`config.mk`:
```
export PLATFORM = sky130hd
export DESIGN_NAME = regfile_writeback_arbiter
export DESIGN_NICKNAME = d
export VERILOG_FILES = /design/src/rtl/regfile_writeback_arbiter.sv
export SDC_FILE = /design/constraint.sdc
export NUM_CORES = 1
export LEC_CHECK = 0
export CORE_MARGIN = 5
export CORE_UTILIZATION = 40
export DETAILED_ROUTE_END_ITERATION = 10
export PLACE_DENSITY_LB_ADDON = 0.08
export SLEW_MARGIN = 20
export SYNTH_ARGS = -nofsm -noshare
export SYNTH_HDL_FRONTEND = slang
export SYNTH_SLANG_ARGS = --single-unit
```
`constraint.sdc`:
```
create_clock -name clk -period 2.9 [get_ports clk]
set_input_delay 0.725 -clock clk [delete_from_list [all_inputs] [get_ports clk]]
set_output_delay 0.725 -clock clk [all_outputs]
set_load 0.1 [all_outputs]
```
`src/rtl/regfile_writeback_arbiter.sv`:
```
// rtl/regfile_writeback_arbiter.sv - merges pipeline writeback and buffered long-latency results onto one regfile write port
module regfile_writeback_arbiter #(
  parameter int XLEN         = 32,
  parameter int FIFO_DEPTH   = 4,
  parameter int STARVE_LIMIT = 8
) (
  input  logic                          clk,
  input  logic                          rst_n,
  input  logic                          wb_valid,
  input  logic [4:0]                    wb_rd,
  input  logic [XLEN-1:0]               wb_data,
  input  logic                          ll_valid,
  output logic                          ll_ready,
  input  logic [4:0]                    ll_rd,
  input  logic [XLEN-1:0]               ll_data,
  input  logic                          issue_valid,
  input  logic [4:0]                    issue_rd,
  output logic [31:0]                   busy_mask,
  output logic                          wb_stall,
  output logic [$clog2(FIFO_DEPTH):0]   fifo_count,
  output logic                          RegWrite,
  output logic [4:0]                    writeReg,
  output logic [XLEN-1:0]               writeData
);

  localparam int PW = $clog2(FIFO_DEPTH);
  localparam int CW = PW + 1;
  localparam int SW = $clog2(STARVE_LIMIT + 1);

  logic [4:0]      rd_mem   [FIFO_DEPTH];
  logic [XLEN-1:0] data_mem [FIFO_DEPTH];
  logic [PW-1:0]   wr_ptr, rd_ptr;
  logic [SW-1:0]   starve_cnt, starve_next;
  logic            from_ll, popped;
  logic            a_win, push, pop, fifo_empty;
  logic [31:0]     busy_next;

  assign fifo_empty = (fifo_count == '0);
  assign ll_ready   = rst_n && (fifo_count < CW'(FIFO_DEPTH));
  assign push       = ll_valid && ll_ready && (ll_rd != 5'd0);
  assign a_win      = wb_valid && (wb_rd != 5'd0);
  assign pop        = !a_win && !fifo_empty;

  always_ff @(posedge clk) begin
    if (push) begin
      rd_mem[wr_ptr]   <= ll_rd;
      data_mem[wr_ptr] <= ll_data;
    end
  end

  always_ff @(posedge clk or negedge rst_n) begin
    if (!rst_n) begin
      wr_ptr     <= '0;
      rd_ptr     <= '0;
      fifo_count <= '0;
    end else begin
      if (push) wr_ptr <= wr_ptr + PW'(1);
      if (pop)  rd_ptr <= rd_ptr + PW'(1);
      if (push && !pop)      fifo_count <= fifo_count + CW'(1);
      else if (pop && !push) fifo_count <= fifo_count - CW'(1);
    end
  end

  always_ff @(posedge clk or negedge rst_n) begin
    if (!rst_n) begin
      RegWrite  <= 1'b0;
      writeReg  <= '0;
      writeData <= '0;
      from_ll   <= 1'b0;
    end else if (a_win) begin
      RegWrite  <= 1'b1;
      writeReg  <= wb_rd;
      writeData <= wb_data;
      from_ll   <= 1'b0;
    end else if (pop) begin
      RegWrite  <= 1'b1;
      writeReg  <= rd_mem[rd_ptr];
      writeData <= data_mem[rd_ptr];
      from_ll   <= 1'b1;
    end else begin
      RegWrite  <= 1'b0;
      from_ll   <= 1'b0;
    end
  end

  // Clear lands on the commit edge of the long-latency result; a same-edge issue re-sets the bit.
  always_comb begin
    busy_next = busy_mask;
    if (RegWrite && from_ll) busy_next[writeReg] = 1'b0;
    if (issue_valid && (issue_rd != 5'd0)) busy_next[issue_rd] = 1'b1;
  end

  always_ff @(posedge clk or negedge rst_n) begin
    if (!rst_n) busy_mask <= '0;
    else        busy_mask <= busy_next;
  end

  always_comb begin
    starve_next = starve_cnt;
    if (pop || fifo_empty)
      starve_next = '0;
    else if (a_win && (starve_cnt != SW'(STARVE_LIMIT)))
      starve_next = starve_cnt + SW'(1);
  end

  // Stall drops one edge after the pop so the pipeline sees the freed slot before resuming.
  always_ff @(posedge clk or negedge rst_n) begin
    if (!rst_n) begin
      starve_cnt <= '0;
      popped     <= 1'b0;
      wb_stall   <= 1'b0;
    end else begin
      starve_cnt <= starve_next;
      popped     <= pop;
      wb_stall   <= (starve_next == SW'(STARVE_LIMIT)) || (wb_stall && !popped);
    end
  end

endmodule

```
# After elaboration in Yosys (flattened, before gate mapping)

Memories as Yosys holds them, arrays and structs flattened.
Index checks and enable logic that the tools add are counted.

Bits in registers: 84
Bits in writable memories: 148
Output and inout bits: 75
Memories: 2

Memories:

| name     | depth | width | rd ports | clocked after memory_dff | write ports | RTL line | source |
|---|---|---|---|---|---|---|---|
| data_mem | 4     | 32    | 1        | 0                        | 1           | 31       | `logic [XLEN-1:0] data_mem [FIFO_DEPTH];` |
| rd_mem   | 4     | 5     | 1        | 0                        | 1           | 30       | `logic [4:0] rd_mem [FIFO_DEPTH];` |

$add $sub $neg: 5
Order comparisons: 5
Eq/ne operators: 2
Mux-type cells: 19
Bitwise operators: 3
Reductions and logical operators: 26

Operators with widths:

| operator            | count |
|---|---|
| $mux 32             | 4 |
| $and 32x32->32      | 1 |
| $not 32->32         | 1 |
| $or 32x32->32       | 1 |
| $reduce_bool 5->1   | 3 |
| $logic_and 1x1->1   | 13 |
| $lt 5x6->1 const B  | 2 |
| $demux 1 s5         | 2 |
| $ge 5x1->1 const B  | 2 |
| $mux 5              | 2 |
| $mux 4              | 2 |
| $mux 1              | 7 |
| $mux 3              | 2 |
| $logic_not 1->1     | 5 |
| $add 2x1->2 const B | 2 |
| $add 4x1->4 const B | 1 |
| $eq 4x4->1 const B  | 1 |
| $ne 4x4->1 const B  | 1 |
| $reduce_bool 2->1   | 2 |
| $add 3x1->3 const B | 1 |
| $logic_not 3->1     | 1 |
| $lt 3x3->1 const B  | 1 |
| $sub 3x1->3 const B | 1 |
| $logic_or 1x1->1    | 2 |

# Depth between registers and ports, before layout

Word-level depth: 9
Mapped depth: 10
Depth with buffers taken out: 9

# Worst setup path before layout

Ideal clock, no wire load.

Kind: reg2reg
From: register fifo_count[2]
To: memory data_mem[0][0] (enable)
Library setup time: 398 ps
Arrival: 3759 ps
Data required time: 2502 ps
Path slack: -1256 ps
Stages on the path, launching flop included: 5
Path buffers: 0
Period minus slack after synthesis: 4156 ps
Cell sequence: dfrtp_1 nor2b_1 nand2_1 a21oi_1 and2_1

Longest elaborated chain between the ends: 6

RTL lines:

| what                           | RTL line | source |
|---|---|---|
| start: declaration             | 20       | `output logic [$clog2(FIFO_DEPTH):0] fifo_count,` |
| start signal: assignment       | 59       | `if (push && !pop) fifo_count <= fifo_count + CW'(1);` |
| start signal: assignment       | 60       | `else if (pop && !push) fifo_count <= fifo_count - CW'(1);` |
| $lt 3x3->1                     | 39       | `assign ll_ready = rst_n && (fifo_count < CW'(FIFO_DEPTH));` |
| $logic_and 1x1->1              | 39       |  |
| net ll_ready                   | 13       | `output logic ll_ready,` |
| $logic_and 1x1->1 (2 in a row) | 40       | `assign push = ll_valid && ll_ready && (ll_rd != 5'd0);` |
| net push                       | 35       | `logic a_win, push, pop, fifo_empty;` |
| $mux 1                         | 45       | `if (push) begin` |
| $mux 1 (not written as such)   | 47       | `data_mem[wr_ptr] <= ll_data;` |
| end: declaration               | 31       |  |

The timed path passes the listed nets, and every way through them passes these cells.

# Worst setup path in the final report

From: input port wb_rd[2]
To: register fifo_count[1]

Longest elaborated chain between the ends: 7
Elaborated cells on any way between the ends: 9
Those cells by class: 1 x mux; 8 x reduce/logical

RTL lines:

| what                                        | RTL line | source |
|---|---|---|
| start: declaration                          | 10       | `input logic [4:0] wb_rd,` |
| $reduce_bool 5->1 (*)                       | 41       | `assign a_win = wb_valid && (wb_rd != 5'd0);` |
| $logic_and 1x1->1 (*)                       | 41       |  |
| $logic_not 1->1 (*)                         | 42       | `assign pop = !a_win && !fifo_empty;` |
| $logic_and 1x1->1 (*)                       | 42       |  |
| $logic_not 1->1                             | 59       |  |
| $logic_and 1x1->1                           | 59       |  |
| $mux 3 or $reduce_bool 2->1 (tied branches) | -        |  |

Every way passes the cells marked *; elsewhere a longest branch is shown, timed or not.
A chain may end at the register's enable or synchronous reset.

==> impl_metrics.json <==
{
  "outcome": "complete, no violations",
  "ys_ff_latch": 231,
  "grt_max_degree": 65,
  "clk_pin_slew_ps": 60,
  "initial_utilization_pct": 40.4,
  "layout_common_cells": "edfxtp_1, buf_4, nand2_1, clkdlybuf4s50_1, dfrtp_1",
  "critPathLaunchType": "input port",
  "timing.final.crit_period_ps": 2510,
  "postSynth.asyncResetShare_pct": 35.9,
  "finalMaxSlewViolations": 0,
  "ys_warn_count": 0,
  "finalCritPeriodShare_pct": 86.4,
  "dieHeight_um": 161,
  "grt_pass1_vias": 6129,
  "drive_gt1_share_pct": 24.4,
  "syn_to_final_growth_pct": 31.2,
  "avgSynthCellArea_um2": 15.3,
  "clock-skew-final_ps": 9.33,
  "io_pins": 159,
  "p_leak_nw": 4.37,
  "criticalPathCategory": "in2reg",
  "stdcell_count": 1080,
  "synth_edf_count": 148,
  "dpl.hpwl_um": 14300,
  "p_switching_w": 0.00636,
  "dpl.cell_count": 1032,
  "rsz0062_at_grt": "false",
  "p_seq_share_pct": 33.5,
  "synth_top_area_share_pct": 48.9,
  "synth_ff_type": "edfxtp_1",
  "holdBufCountCts": 0,
  "drc": 0,
  "worstMarginPinSlew_ps": 898,
  "grt.total_usage_pct": 16.9,
  "htreeDepth": 1,
  "fill_cells": 1858,
  "drtIter0Drc": 335,
  "nets": 867,
  "syn-num-nets": 686,
  "maxCapViolCount": 0,
  "hold_viol_final": 0,
  "arrival_ps": 2910,
  "end_kind": "register",
  "ant_nets": 0,
  "die_area_um2": 25800,
  "fmax_ghz": 0.399,
  "irDropWorstVdd_v": 0.000640,
  "vias": 5709,
  "cts_tree": "done",
  "grt_overflow_total": 0,
  "viasPerCell": 5.29,
  "die-width_um": 161,
  "firstDrtPassIters": 5,
  "io_buffers": 158,
  "antennaDiodeCount": 0,
  "detail_route.wl_per_cell_um": 20.4,
  "cts_resized": 0,
  "antenna_found_initial": 1,
  "powerDensity_nw_per_um2": 1210,
  "synthCells": 594,
  "setup_viol_count_final": 0,
  "cts_made_buffers": 26,
  "grt_pass1_wl_um": 34500,
  "syn_area_um2": 9080,
  "crit_fanout": 2,
  "p_comb_share_pct": 42.2,
  "wl_um": 22000,
  "intPower_w": 0.00801,
  "cts_setup_buffers": 0,
  "swShare_pct": 44.3,
  "design_area_um2": 11900,
  "place.gp.congestion": 0.773,
  "synth_area_leaders": "edfxtp_1, dfrtp_1, mux4_2",
  "rrSetupSlack_ps": 730,
  "rows": 55,
  "clock_path_buffers": 3,
  "core_area_um2": 22500,
  "ys_seq_area_share_pct": 71.8,
  "relSlewSlack_pct": 40.1,
  "clk-insertion-delay-late_ps": 520,
  "ys_types": 37,
  "clockRootBuffer": "clkbuf_16",
  "synth_top_area_cell": "edfxtp_1",
  "hp-class": "in2async",
  "placement.cell_area_um2": 11000,
  "final_common_cell": "edfxtp_1",
  "cp.required_ps": 3300,
  "p_clk_share_pct": 24.3,
  "cts_sinks": 231
}
final timing paths:
path	start	endpoint	depth (start not counted)
worst max-delay path	wb_rd[2]	fifo_count[1]	8
worst min-delay path	rst_n	starve_cnt[2]	2
worst max register to register	fifo_count[2]	fifo_count[2]	9
worst min register to register	busy_mask[0]	busy_mask[0]	1
max in group asynchronous	rst_n	rd_ptr[0]	3
min in group clk	busy_mask[0]	busy_mask[0]	1
power groups by stage:
| stage | combinational (W) | sequential, W | clock [W] |
|---|---|---|---|
| after floorplan | 0.00174 | 0.00761 | 0 |
| after global placement | 0.00606 | 0.00488 | 0 |
| after detailed placement | 0.00612 | 0.00490 | 0 |
| after CTS | 0.00613 | 0.00484 | 0.00358 |
| after global routing | 0.00635 | 0.00494 | 0.00371 |
| final | 0.00607 | 0.00481 | 0.00349 |
stage by stage:
stage | TNS (ps) | power [W] | hold WS [ps] | util [%] | setup slack (ps)
finish | 0 | 0.0144 | 195 | 53.0 | 394
CTS | 0 | 0.0145 | 175 | 53.0 | 403
floorplan | 0 | 0.00935 | 429 | - | 90.0
global placement | -414 | 0.0109 | 485 | 48.8 | -95.4
global route | 0 | 0.0150 | 202 | 53.0 | 322
detailed placement | -1020 | 0.0110 | 482 | 48.8 | -143
synth_stat cells (3+ instances only):
master,n
nand2_1,82
xor2_1,3
inv_1,7
a31oi_1,36
buf_4,5
o21ai_0,63
nor2_1,41
dfrtp_1,83
nand3_1,7
edfxtp_1,148
or3_1,3
xnor2_1,5
buf_2,9
nand3b_1,10
nor3_1,6
ha_1,7
mux4_2,37
and2_1,4
mux2_2,3
clkbuf_1,13
routing by layer:
layer | vias to the layer above | routed length (um) | part of all wire, % | track usage (%)
met5 | - | 11 | 0.050 | 0
met1 | 2854 | 9850 | 45 | 23.6
met2 | 203 | 10400 | 47 | 27.6
li1 | 2609 | - | - | -
met4 | 2 | 503 | 2.3 | 4.34
met3 | 41 | 1270 | 5.8 | 3.31
worst max-delay path: stages:
cell             delay, ps
clkdlybuf4s50_1        440
or4_1                  560
o21ai_4                170
nand2_2                 80
ha_1                   190
inv_1                   70
fa_1                   400
mux2_2                 270
flip-flops by register name (all words and copies together), names as in the netlist:
| register | flops |
|---|---|
| RegWrite | 1 |
| busy_mask | 32 |
| data_mem | 128 |
| fifo_count | 3 |
| from_ll | 1 |
| rd_mem | 20 |
| rd_ptr | 2 |
| starve_cnt | 4 |
| wb_stall | 1 |
| wr_ptr | 2 |
| writeData | 32 |
| writeReg | 5 |
area by class of cell:
| cell class | instances | area (um^2) | share of cell area, % |
|---|---|---|---|
| clock buffers | 36 | 739 | 6.21 |
| clock inverters | 12 | 189 | 1.59 |
| inverters | 7 | 26.3 | 0.220 |
| multi-input cells | 328 | 2410 | 20.3 |
| flip-flops and latches | 231 | 6530 | 54.8 |
| well taps | 285 | 357 | 2.99 |
| repair buffers | 181 | 1660 | 14.0 |
cells by family (layout without fill, tap and decap cells):
logic type / Yosys count / count (layout) / synth area share (%)
flip-flops: 231 / 231 / 71.8
AND/OR/NAND/NOR: 166 / 166 / 8.21
AO/OA/AOI/OAI: 105 / 105 / 6.54
multiplexers: 41 / 41 / 9.65
buffers and inverters: 35 / 236 / 1.86
adder cells (fa/ha/maj): 8 / 8 / 1.18
XOR/XNOR: 8 / 8 / 0.771
Power figures use the tool's default switching activity.
